File: config.mk
export PLATFORM = sky130hd
export DESIGN_NAME = udma_uart_rx_deser
export DESIGN_NICKNAME = d
export VERILOG_FILES = /design/src/rtl/udma_uart_rx_deser.sv
export SDC_FILE = /design/constraint.sdc
export NUM_CORES = 1
export LEC_CHECK = 0
export ABC_CLOCK_PERIOD_IN_PS = 3400
export CAP_MARGIN = 0
export CORE_UTILIZATION = 40
export DETAILED_ROUTE_END_ITERATION = 12
export PLACE_DENSITY = 0.72
export SETUP_SLACK_MARGIN = 0.15
export SLEW_MARGIN = 40
export SYNTH_ARGS = -nofsm -noshare
export SYNTH_HDL_FRONTEND = slang
export SYNTH_SLANG_ARGS = --single-unit
export TNS_END_PERCENT = 20
File: constraint.sdc
create_clock -name periph_clk_i -period 3.4 [get_ports periph_clk_i]
set_clock_uncertainty 0.05 [all_clocks]
set_input_delay 0.51 -clock periph_clk_i [delete_from_list [all_inputs] [get_ports periph_clk_i]]
set_output_delay 0.51 -clock periph_clk_i [all_outputs]
set_load 0.03 [all_outputs]
File: src/rtl/udma_uart_rx_deser.sv
// UART receive deserializer for the uDMA peripheral: oversampled start/data/parity/stop
// sampling, one-entry holding register with valid/ready handshake and error pulses.
module udma_uart_rx_deser (
  input  logic        periph_clk_i,
  input  logic        rst_i,
  input  logic        cfg_en_i,
  input  logic [15:0] cfg_div_i,
  input  logic [1:0]  cfg_bits_i,
  input  logic        cfg_parity_en_i,
  input  logic        cfg_stop_bits_i,
  input  logic        rx_i,
  output logic [7:0]  data_o,
  output logic        valid_o,
  input  logic        ready_i,
  output logic        rx_char_evt_o,
  output logic        err_overrun_o,
  output logic        err_parity_o,
  output logic        err_frame_o,
  output logic        busy_o
);

  typedef enum logic [2:0] {IDLE, START, DATA, PARITY, STOP} state_t;

  state_t      state;
  logic [15:0] cnt;
  logic [2:0]  bit_idx;
  logic [7:0]  shift;
  logic        par_err;
  logic        second_stop;
  logic        sync1;
  logic        rxs;

  logic        stop_sample;
  logic        done;
  logic        frame_bad;

  // Synchronizer resets to the idle line level so reset never looks like a start bit.
  always_ff @(posedge periph_clk_i or posedge rst_i) begin
    if (rst_i) begin
      sync1 <= 1'b1;
      rxs   <= 1'b1;
    end else begin
      sync1 <= rx_i;
      rxs   <= sync1;
    end
  end

  // Completion is decoded in the stop-sample cycle so the holding register loads on that same edge.
  always_comb begin
    stop_sample = cfg_en_i && (state == STOP) && (cnt == 16'd0);
    done        = stop_sample && rxs && (second_stop || !cfg_stop_bits_i);
    frame_bad   = stop_sample && !rxs;
  end

  always_ff @(posedge periph_clk_i or posedge rst_i) begin
    if (rst_i) begin
      state       <= IDLE;
      busy_o      <= 1'b0;
      cnt         <= 16'd0;
      bit_idx     <= 3'd0;
      shift       <= 8'd0;
      par_err     <= 1'b0;
      second_stop <= 1'b0;
    end else if (!cfg_en_i) begin
      state  <= IDLE;
      busy_o <= 1'b0;
      cnt    <= 16'd0;
    end else if (state == IDLE) begin
      if (!rxs) begin
        state  <= START;
        busy_o <= 1'b1;
        cnt    <= cfg_div_i >> 1;
      end
    end else if (cnt != 16'd0) begin
      cnt <= cnt - 16'd1;
    end else begin
      cnt <= cfg_div_i;
      case (state)
        START: begin
          if (rxs) begin
            state  <= IDLE;
            busy_o <= 1'b0;
          end else begin
            state   <= DATA;
            bit_idx <= 3'd0;
            shift   <= 8'd0;
            par_err <= 1'b0;
          end
        end
        DATA: begin
          shift[bit_idx] <= rxs;
          // Last data index is cfg_bits_i+4, i.e. 4..7 for 5..8 bits.
          if (bit_idx == {1'b1, cfg_bits_i}) begin
            state       <= cfg_parity_en_i ? PARITY : STOP;
            second_stop <= 1'b0;
          end else begin
            bit_idx <= bit_idx + 3'd1;
          end
        end
        PARITY: begin
          par_err     <= rxs ^ (^shift);
          state       <= STOP;
          second_stop <= 1'b0;
        end
        STOP: begin
          if (!rxs || !cfg_stop_bits_i || second_stop) begin
            state  <= IDLE;
            busy_o <= 1'b0;
          end else begin
            second_stop <= 1'b1;
          end
        end
        default: begin
          state  <= IDLE;
          busy_o <= 1'b0;
        end
      endcase
    end
  end

  // A completed character is dropped only when the previous one is still held and not being taken.
  always_ff @(posedge periph_clk_i or posedge rst_i) begin
    if (rst_i) begin
      data_o        <= 8'd0;
      valid_o       <= 1'b0;
      rx_char_evt_o <= 1'b0;
      err_overrun_o <= 1'b0;
      err_parity_o  <= 1'b0;
      err_frame_o   <= 1'b0;
    end else begin
      rx_char_evt_o <= 1'b0;
      err_overrun_o <= 1'b0;
      err_parity_o  <= 1'b0;
      err_frame_o   <= frame_bad;
      if (done) begin
        if (valid_o && !ready_i) begin
          err_overrun_o <= 1'b1;
        end else begin
          data_o        <= shift;
          valid_o       <= 1'b1;
          rx_char_evt_o <= 1'b1;
          err_parity_o  <= par_err;
        end
      end else if (valid_o && ready_i) begin
        valid_o <= 1'b0;
      end
    end
  end

endmodule

==> summary.md, run 1 <==
| Metric | Value |
|---|---|
| Routed wire per std cell | `around 17 microns` |
| Largest net degree at the start of global routing | `just under 50` |
| Hold Buf Count CTS | `0` |
| FF-to-FF End | `second_stop` |
| FF-to-FF setup slack | `roughly 0.69 ns` |
| Clk_lat worst skew | `between 0.3 and 0.4 ns` |
| Hold EP | `rxs` |
| Reg2Reg Depth | `5` |
| CP Max Fanout | `15` |
| Measured slew at the worst slew-check pin | `~0.66 ns` |
| Final WL | `~7400 microns` |
| Inserted Diodes | `0` |
| Routability cong. | `0.914` |
| Max-cap violations | `0` |
| # DRC | `0` |
| CP Class | `register to register` |
| Area share of the largest cell type after synthesis | `0.402` |
| Initial DRC Count | `342` |
| Post-synth EDFFs | `0` |
| Top FF cell, synth | `dfrtp_1` |
| Worst Setup SP | `cnt[12]` |
| Pwr Total | `0.00232 W` |
| Register area share after synthesis | `0.421` |
| CP cell instances | `nor4_1 > and3_1 > nand2_1 > o31ai_1 > o21ai_0` |
| Leading area contributor after synthesis | `dfrtp_1` |
| Yosys reg bits | `48` |
| # clock sinks | `48` |
| Hold depth | `0` |
| IO buf count | `38` |
| Worst hold path class | `register to register` |
| FFs w/ async S/R, synth | `1.00` |
| Core area | `around 0.0069 sq mm` |
| Worst hold start | `sync1` |
| Die Y | `86.6 microns` |
| Mapped Area | `approximately 0.0029 sq mm` |
| Tmin final | `approximately 2.7 ns` |
| Synth cell count leaders | `dfrtp_1, o21ai_0, nor2_1` |
| Clk slew on worst S/H paths | `roughly 0.09 ns` |
| Io pins | `39` |
| Ranking of synthesized cells by area | `dfrtp_1, o21ai_0, xnor2_1, mux2_2, nor2_1` |
| WP buf/inv | `0` |
| Gate Count Post-Synth | `312` |
| Fmax | `368 MHz` |
| CP delay by family, top | `simple AND/OR/NAND/NOR gates` |
| Final hold violation count | `0` |
| R2r startpoint | `cnt[12]` |
| Post-Synth Adder-Cell Area | `0.0131` |
| Most instantiated library cell after synthesis | `dfrtp_1` |
| Crit-path max cell delay | `0.68 ns` |
| Nets | `374` |
| Site Rows | `30` |
| Relative slew slack | `0.553` |
| Unique cell type count in the Yosys netlist | `59` |
| Power per cell area | `671 mW/mm^2` |
| Post-synthesis simple-gate area fraction | `0.224` |
| Die Width | `between 80 and 90 microns` |
| Antenna Nets Post-Route | `0` |
| GR Overflow Total | `0` |
| Worst path slowest cell | `and3_1` |
| Area grow syn2layout | `20.7%` |
| Initial Utilization | `0.417` |
| Crit path DAT | `between 2 and 3 ns` |
| Via-to-Cell Ratio | `5.79` |
| P_leak | `~1.4 nW` |
| Largest family of logic cells by synthesized area | `simple AND/OR/NAND/NOR gates` |
| Dpl hpwl | `between 5000 and 6000 microns` |
| Layout cells sized above 1 | `0.101` |
| Unrepaired setup endpoints after global routing | `no` |
| Overall routing resource usage | `0.214` |
| CTS tree | `done` |
| Data required, critical path | `3.55 ns` |
| Die area | `around 0.0075 sq mm` |
| Post-cts sizing count | `0` |
| Setup TNS Final | `0 ns` |
| Initial antenna violation count | `0` |
| Mean post-synth cell area | `9.17 sq um` |
| Vias in the first global route | `2,428` |
| Buffer count from post-CTS setup fixing | `0` |
| Pins Over Slew Limit | `0` |
| Global-route wire length before repair | `between 10,000 and 15,000 microns` |
| Worst Setup Start Kind | `register` |
| Synth Area in Compound Gates | `0.205` |
| DR vias | `roughly 2,600` |
| CTS Buffer Depth | `2` |
| Syn_nets | `340` |
| Setup violations, final | `0` |
| Proportion of synthesized area in mux cells | `0.0599` |
| Crit. End Element | `register` |
| Post-synthesis xor/xnor area fraction | `0.0429` |
| Root buffer cell | `clkbuf_8` |
| # H-tree levels | `2` |
| DR pass1 iterations | `5` |
| Period utilization | `0.798` |
| Worst vdd ir | `409 uV` |
| Yosys warns | `0` |
| Clock buffer count from CTS | `5` |
| Status | `complete, no violations` |
worst register-to-register path, stage by stage (launching register included):
cell and delay [ns]:
dfrtp_1 0.48, nor4_1 0.59, and3_1 0.68, nand2_1 0.38, o31ai_1 0.31, o21ai_0 0.11
layer usage:
metal | vias up | share of wire | wire [microns] | GRT usage
li1 | 1227 | - | - | -
met1 | 1219 | 0.47 | 3450 | 0.304
met2 | 100 | 0.45 | 3310 | 0.329
met3 | 20 | 0.061 | 449 | 0.0276
met4 | 0 | 0.022 | 161 | 0.0924
met5 | - | 0 | 0 | 0
kinds of logic (layout without fill, tap and decap cells):
kind of cell    count (synthesis)  in the layout
compound gates                 91             91
xor+xnor                       14             14
fa+ha+maj                       3              3
buf+inv                        24             59
flops                          48             48
mux                            16             16
simple gates                  116            116
cell type report:
| class | instances | area (sq um) |
|---|---|---|
| flip-flops and latches | 48 | 1200 |
| clock buffers | 5 | 68.8 |
| inverters | 7 | 28.8 |
| fillers | 660 | 3420 |
| repair buffers | 44 | 425 |
| multi-input cells | 240 | 1560 |
| clock inverters | 3 | 42.5 |
| well taps | 96 | 120 |
registers in the layout, indices dropped and copies added (netlist names):
name           flops
err_frame_o        1
busy_o             1
sync1              1
cnt               16
bit_idx            3
state              3
shift              8
data_o             8
valid_o            1
par_err            1
err_parity_o       1
err_overrun_o      1
rx_char_evt_o      1
rxs                1
second_stop        1
metrics by stage:
| stage | std cells | worst slack, ns | cell area (sq um) | util | hold WS [ns] |
|---|---|---|---|---|---|
| floorplan | 312 | 0.893 | 2860 | - | 0.295 |
| global placement | 435 | 0.784 | 3330 | 0.485 | 0.296 |
| detailed placement | 435 | 0.725 | 3340 | 0.486 | 0.297 |
| CTS | 443 | 0.713 | 3450 | 0.502 | 0.311 |
| global route | 443 | 0.536 | 3450 | 0.503 | 0.316 |
| finish | 443 | 0.686 | 3450 | 0.503 | 0.312 |
where the power goes:
part	leakage (nW)	internal, W	switching (W)	total, W
Clock	0.0541	0.000218	0.000213	0.000431
Sequential	0.647	0.000672	0.000173	0.000844
Combinational	0.715	0.000417	0.000625	0.00104
Total	1.42	0.00131	0.00101	0.00232
cell usage in the layout (no fill, tap or decap), types with 3 or more instances in the layout:
| master | synthesis | routed |
|---|---|---|
| a21oi_1 | 9 | 9 |
| a22o_1 | 3 | 3 |
| a31oi_1 | 9 | 9 |
| a32oi_1 | 3 | 3 |
| and2_1 | 4 | 4 |
| and3_1 | 4 | 4 |
| buf_4 | 0 | 6 |
| clkbuf_8 | 0 | 5 |
| clkdlybuf4s50_1 | 0 | 38 |
| dfrtp_1 | 46 | 46 |
| ha_1 | 3 | 3 |
| inv_1 | 7 | 6 |
| mux2_2 | 9 | 9 |
| mux2i_1 | 7 | 7 |
| nand2_1 | 18 | 18 |
| nand2b_1 | 9 | 9 |
| nand3_1 | 17 | 17 |
| nand4_1 | 6 | 6 |
| nor2_1 | 24 | 24 |
| nor2b_1 | 4 | 4 |
| nor3_1 | 5 | 4 |
| nor3b_1 | 3 | 3 |
| nor4_1 | 5 | 5 |
| o211ai_1 | 3 | 3 |
| o21a_1 | 3 | 3 |
| o21ai_0 | 35 | 35 |
| o31ai_1 | 6 | 6 |
| o41ai_1 | 3 | 3 |
| or3_1 | 3 | 3 |
| xnor2_1 | 13 | 13 |
worst max path at each step:
stage | endpoint | slack (ns) | cells after the start
2_1_floorplan | data_o[0] | 0.89 | 7
3_3_place_gp | second_stop | 0.78 | 5
3_5_place_dp | data_o[5] | 0.72 | 5
4_1_cts | data_o[5] | 0.71 | 5
5_1_grt | shift[4] | 0.54 | 5
6_report | second_stop | 0.69 | 5
Note: power is estimated with default switching activity, not from simulation.
==> run 2, diff against run 1 <==
--- a/config.mk
+++ b/config.mk
@@ -5,11 +5,11 @@
 export SDC_FILE = /design/constraint.sdc
 export NUM_CORES = 1
 export LEC_CHECK = 0
-export ABC_CLOCK_PERIOD_IN_PS = 3400
+export ABC_CLOCK_PERIOD_IN_PS = 2350
 export CAP_MARGIN = 0
 export CORE_UTILIZATION = 40
 export DETAILED_ROUTE_END_ITERATION = 12
-export PLACE_DENSITY = 0.72
+export PLACE_DENSITY = 0.75
 export SETUP_SLACK_MARGIN = 0.15
 export SLEW_MARGIN = 40
 export SYNTH_ARGS = -nofsm -noshare
==> constraint.sdc (replaced) <==
create_clock -name periph_clk_i -period 2.35 [get_ports periph_clk_i]
set_clock_uncertainty 0.05 [all_clocks]
set_input_delay 0.3525 -clock periph_clk_i [delete_from_list [all_inputs] [get_ports periph_clk_i]]
set_output_delay 0.3525 -clock periph_clk_i [all_outputs]
set_load 0.03 [all_outputs]
==> run 2 against run 1 <==
Sequential share of layout area is 2.8 points lower. Largest power group unchanged. Combinational power is 95% higher. Non-clock buffer count is 29 higher. Via count is 4.7% higher. Core utilization is 4.4 points higher. First-iteration DRC count is 32% lower. Die area stayed put. Fmax is 17% higher. Wire length is 3.3% higher.
==> summary.md, run 2 (synthesized netlist as in run 1, its figures left out) <==
| Metric | Value |
|---|---|
| Clock buffer count from CTS | `5` |
| Routed wire per std cell | `between 15 and 20 microns` |
| CP Max Fanout | `8` |
| Crit-path max cell delay | `0.53 ns` |
| Global-route wire length before repair | `about 13,000 microns` |
| DR vias | `2,687` |
| Critical Path Stages | `6` |
| # DRC | `0` |
| Dpl hpwl | `5500 microns` |
| Final hold violation count | `0` |
| R2r startpoint | `cnt[12]` |
| Tmin final | `~2.3 ns` |
| FF-to-FF End | `data_o[7]` |
| Initial Utilization | `0.417` |
| # clock sinks | `48` |
| Flop pwr share | `0.304` |
| Period utilization | `0.989` |
| Power per cell area | `between 1000 and 1500 mW/mm^2` |
| Die Y | `~87 microns` |
| Hold slack | `about 0.31 ns` |
| CTS Buffer Depth | `2` |
| Area grow syn2layout | `31.2%` |
| CP cell instances | `or3_4 > or2_0 > or4_4 > nor3_4 > buf_12 > mux2_2` |
| Via-to-Cell Ratio | `roughly 5.7` |
| Routability cong. | `0.958` |
| P_leak | `about 1.6 nW` |
| Largest net degree at the start of global routing | `a little under 50` |
| CP Class | `register to register` |
| Worst Setup Start Kind | `register` |
| Setup violations, final | `0` |
| Hold depth | `0` |
| Pwr Total | `0.00380 W` |
| Psw | `0.00158 W` |
| IO buf count | `38` |
| Clk_lat worst skew | `around 0.31 ns` |
| Nets | `about 400` |
| Post-Layout Cell Count | `~470` |
| Logic pwr share | `0.533` |
| Worst Setup SP | `cnt[12]` |
| Io pins | `39` |
| Cell internal pwr | `0.00222 W` |
| Post-layout util | `0.546` |
| Status | `complete, no violations` |
| Vias in the first global route | `around 2,600` |
| Fmax | `between 400 and 500 MHz` |
| Measured slew at the worst slew-check pin | `roughly 0.66 ns` |
| Worst hold start | `sync1` |
| Crit. End Element | `register` |
| DR pass1 iterations | `5` |
| Data required, critical path | `about 2.5 ns` |
| Commonest non-fill, non-tap cell in the layout | `dfrtp_1` |
| Initial DRC Count | `about 230` |
| Relative slew slack | `0.548` |
| Inserted Diodes | `0` |
| Most flop-heavy register | `cnt` |
| WP buf/inv | `1` |
| Hold EP | `rxs` |
| Initial antenna violation count | `0` |
| GR Overflow Total | `0` |
| Max-cap violations | `0` |
| Die Width | `~87 microns` |
| Root buffer cell | `clkbuf_8` |
| Layout cells sized above 1 | `0.207` |
| Core area | `a little under 0.007 sq mm` |
| Pins Over Slew Limit | `0` |
| Clk slew on worst S/H paths | `around 0.10 ns` |
| Placed cells | `roughly 460` |
| Most frequent cells in the layout | `dfrtp_1, clkdlybuf4s50_1, o21ai_0, buf_4, nor2_1` |
| Switch share | `0.416` |
| Hold Buf Count CTS | `0` |
| Clock power frac | `0.163` |
| Reg2Reg Depth | `6` |
| CTS tree | `done` |
| # H-tree levels | `2` |
| Worst path slowest cell | `or4_4` |
| Largest registers | `cnt (16), data_o (8), shift (8)` |
| FF-to-FF setup slack | `approximately 0.027 ns` |
| CP delay by family, top | `simple AND/OR/NAND/NOR gates` |
| Worst hold path class | `register to register` |
| Crit path DAT | `~2.5 ns` |
| Max reg flops | `16` |
| Die area | `approximately 0.0075 sq mm` |
| Worst vdd ir | `503 uV` |
| Site Rows | `30` |
| Final WL | `between 7000 and 8000 microns` |
| Unrepaired setup endpoints after global routing | `yes` |
| Overall routing resource usage | `0.219` |
| Antenna Nets Post-Route | `0` |
run 2: cell types whose count changed in the layout (fill, tap and decap cells not counted), sizes merged:
cell	delta
inv	+1
buf	+29
clkinv	-1
run 2: how the worst max path moves through the flow:
stage,slack [ns],end
2_1_floorplan,-0.03,data_o[0]
3_3_place_gp,0.07,data_o[2]
3_5_place_dp,0.04,data_o[1]
4_1_cts,0.02,data_o[1]
5_1_grt,-0.05,data_o[4]
6_report,0.03,data_o[7]
run 2: area by class of cell:
cell class / count / area [sq um]
fillers: 621 / 3120
multi-input cells: 240 / 1630
inverters: 7 / 26.3
clock inverters: 3 / 46.3
flip-flops and latches: 48 / 1200
well taps: 96 / 120
clock buffers: 5 / 68.8
repair buffers: 73 / 656
run 2: per-stage QoR:
stage / cell area, sq um / setup TNS (ns) / worst slack (ns)
after floorplan: 2870 / -0.234 / -0.0293
after global placement: 3560 / 0 / 0.0712
after detailed placement: 3560 / 0 / 0.0410
after CTS: 3680 / 0 / 0.0209
after global routing: 3750 / -0.324 / -0.0457
final: 3750 / 0 / 0.0268
run 2: timing repair:
item,4_1_cts,5_1_grt
setup buffers,0,1
pin swaps,0,8
setup endpoints to repair,9,37
gates resized for setup,0,18
endpoints found under the hold margin,0,0
run 2: power by group through the flow:
stage | sequential, W | combinational (W) | clock [W]
after floorplan | 0.00114 | 0.00115 | 0
after global placement | 0.00115 | 0.00183 | 0
after detailed placement | 0.00115 | 0.00185 | 0
after CTS | 0.00114 | 0.00186 | 0.000636
after global routing | 0.00119 | 0.00219 | 0.000674
final | 0.00116 | 0.00203 | 0.000620
run 2: layer usage:
| layer | routed length [microns] | vias up | track usage |
|---|---|---|---|
| met5 | 0 | - | 0 |
| met2 | 3480 | 105 | 0.340 |
| met4 | 114 | 0 | 0.0773 |
| li1 | - | 1286 | - |
| met3 | 483 | 11 | 0.0400 |
| met1 | 3520 | 1285 | 0.308 |
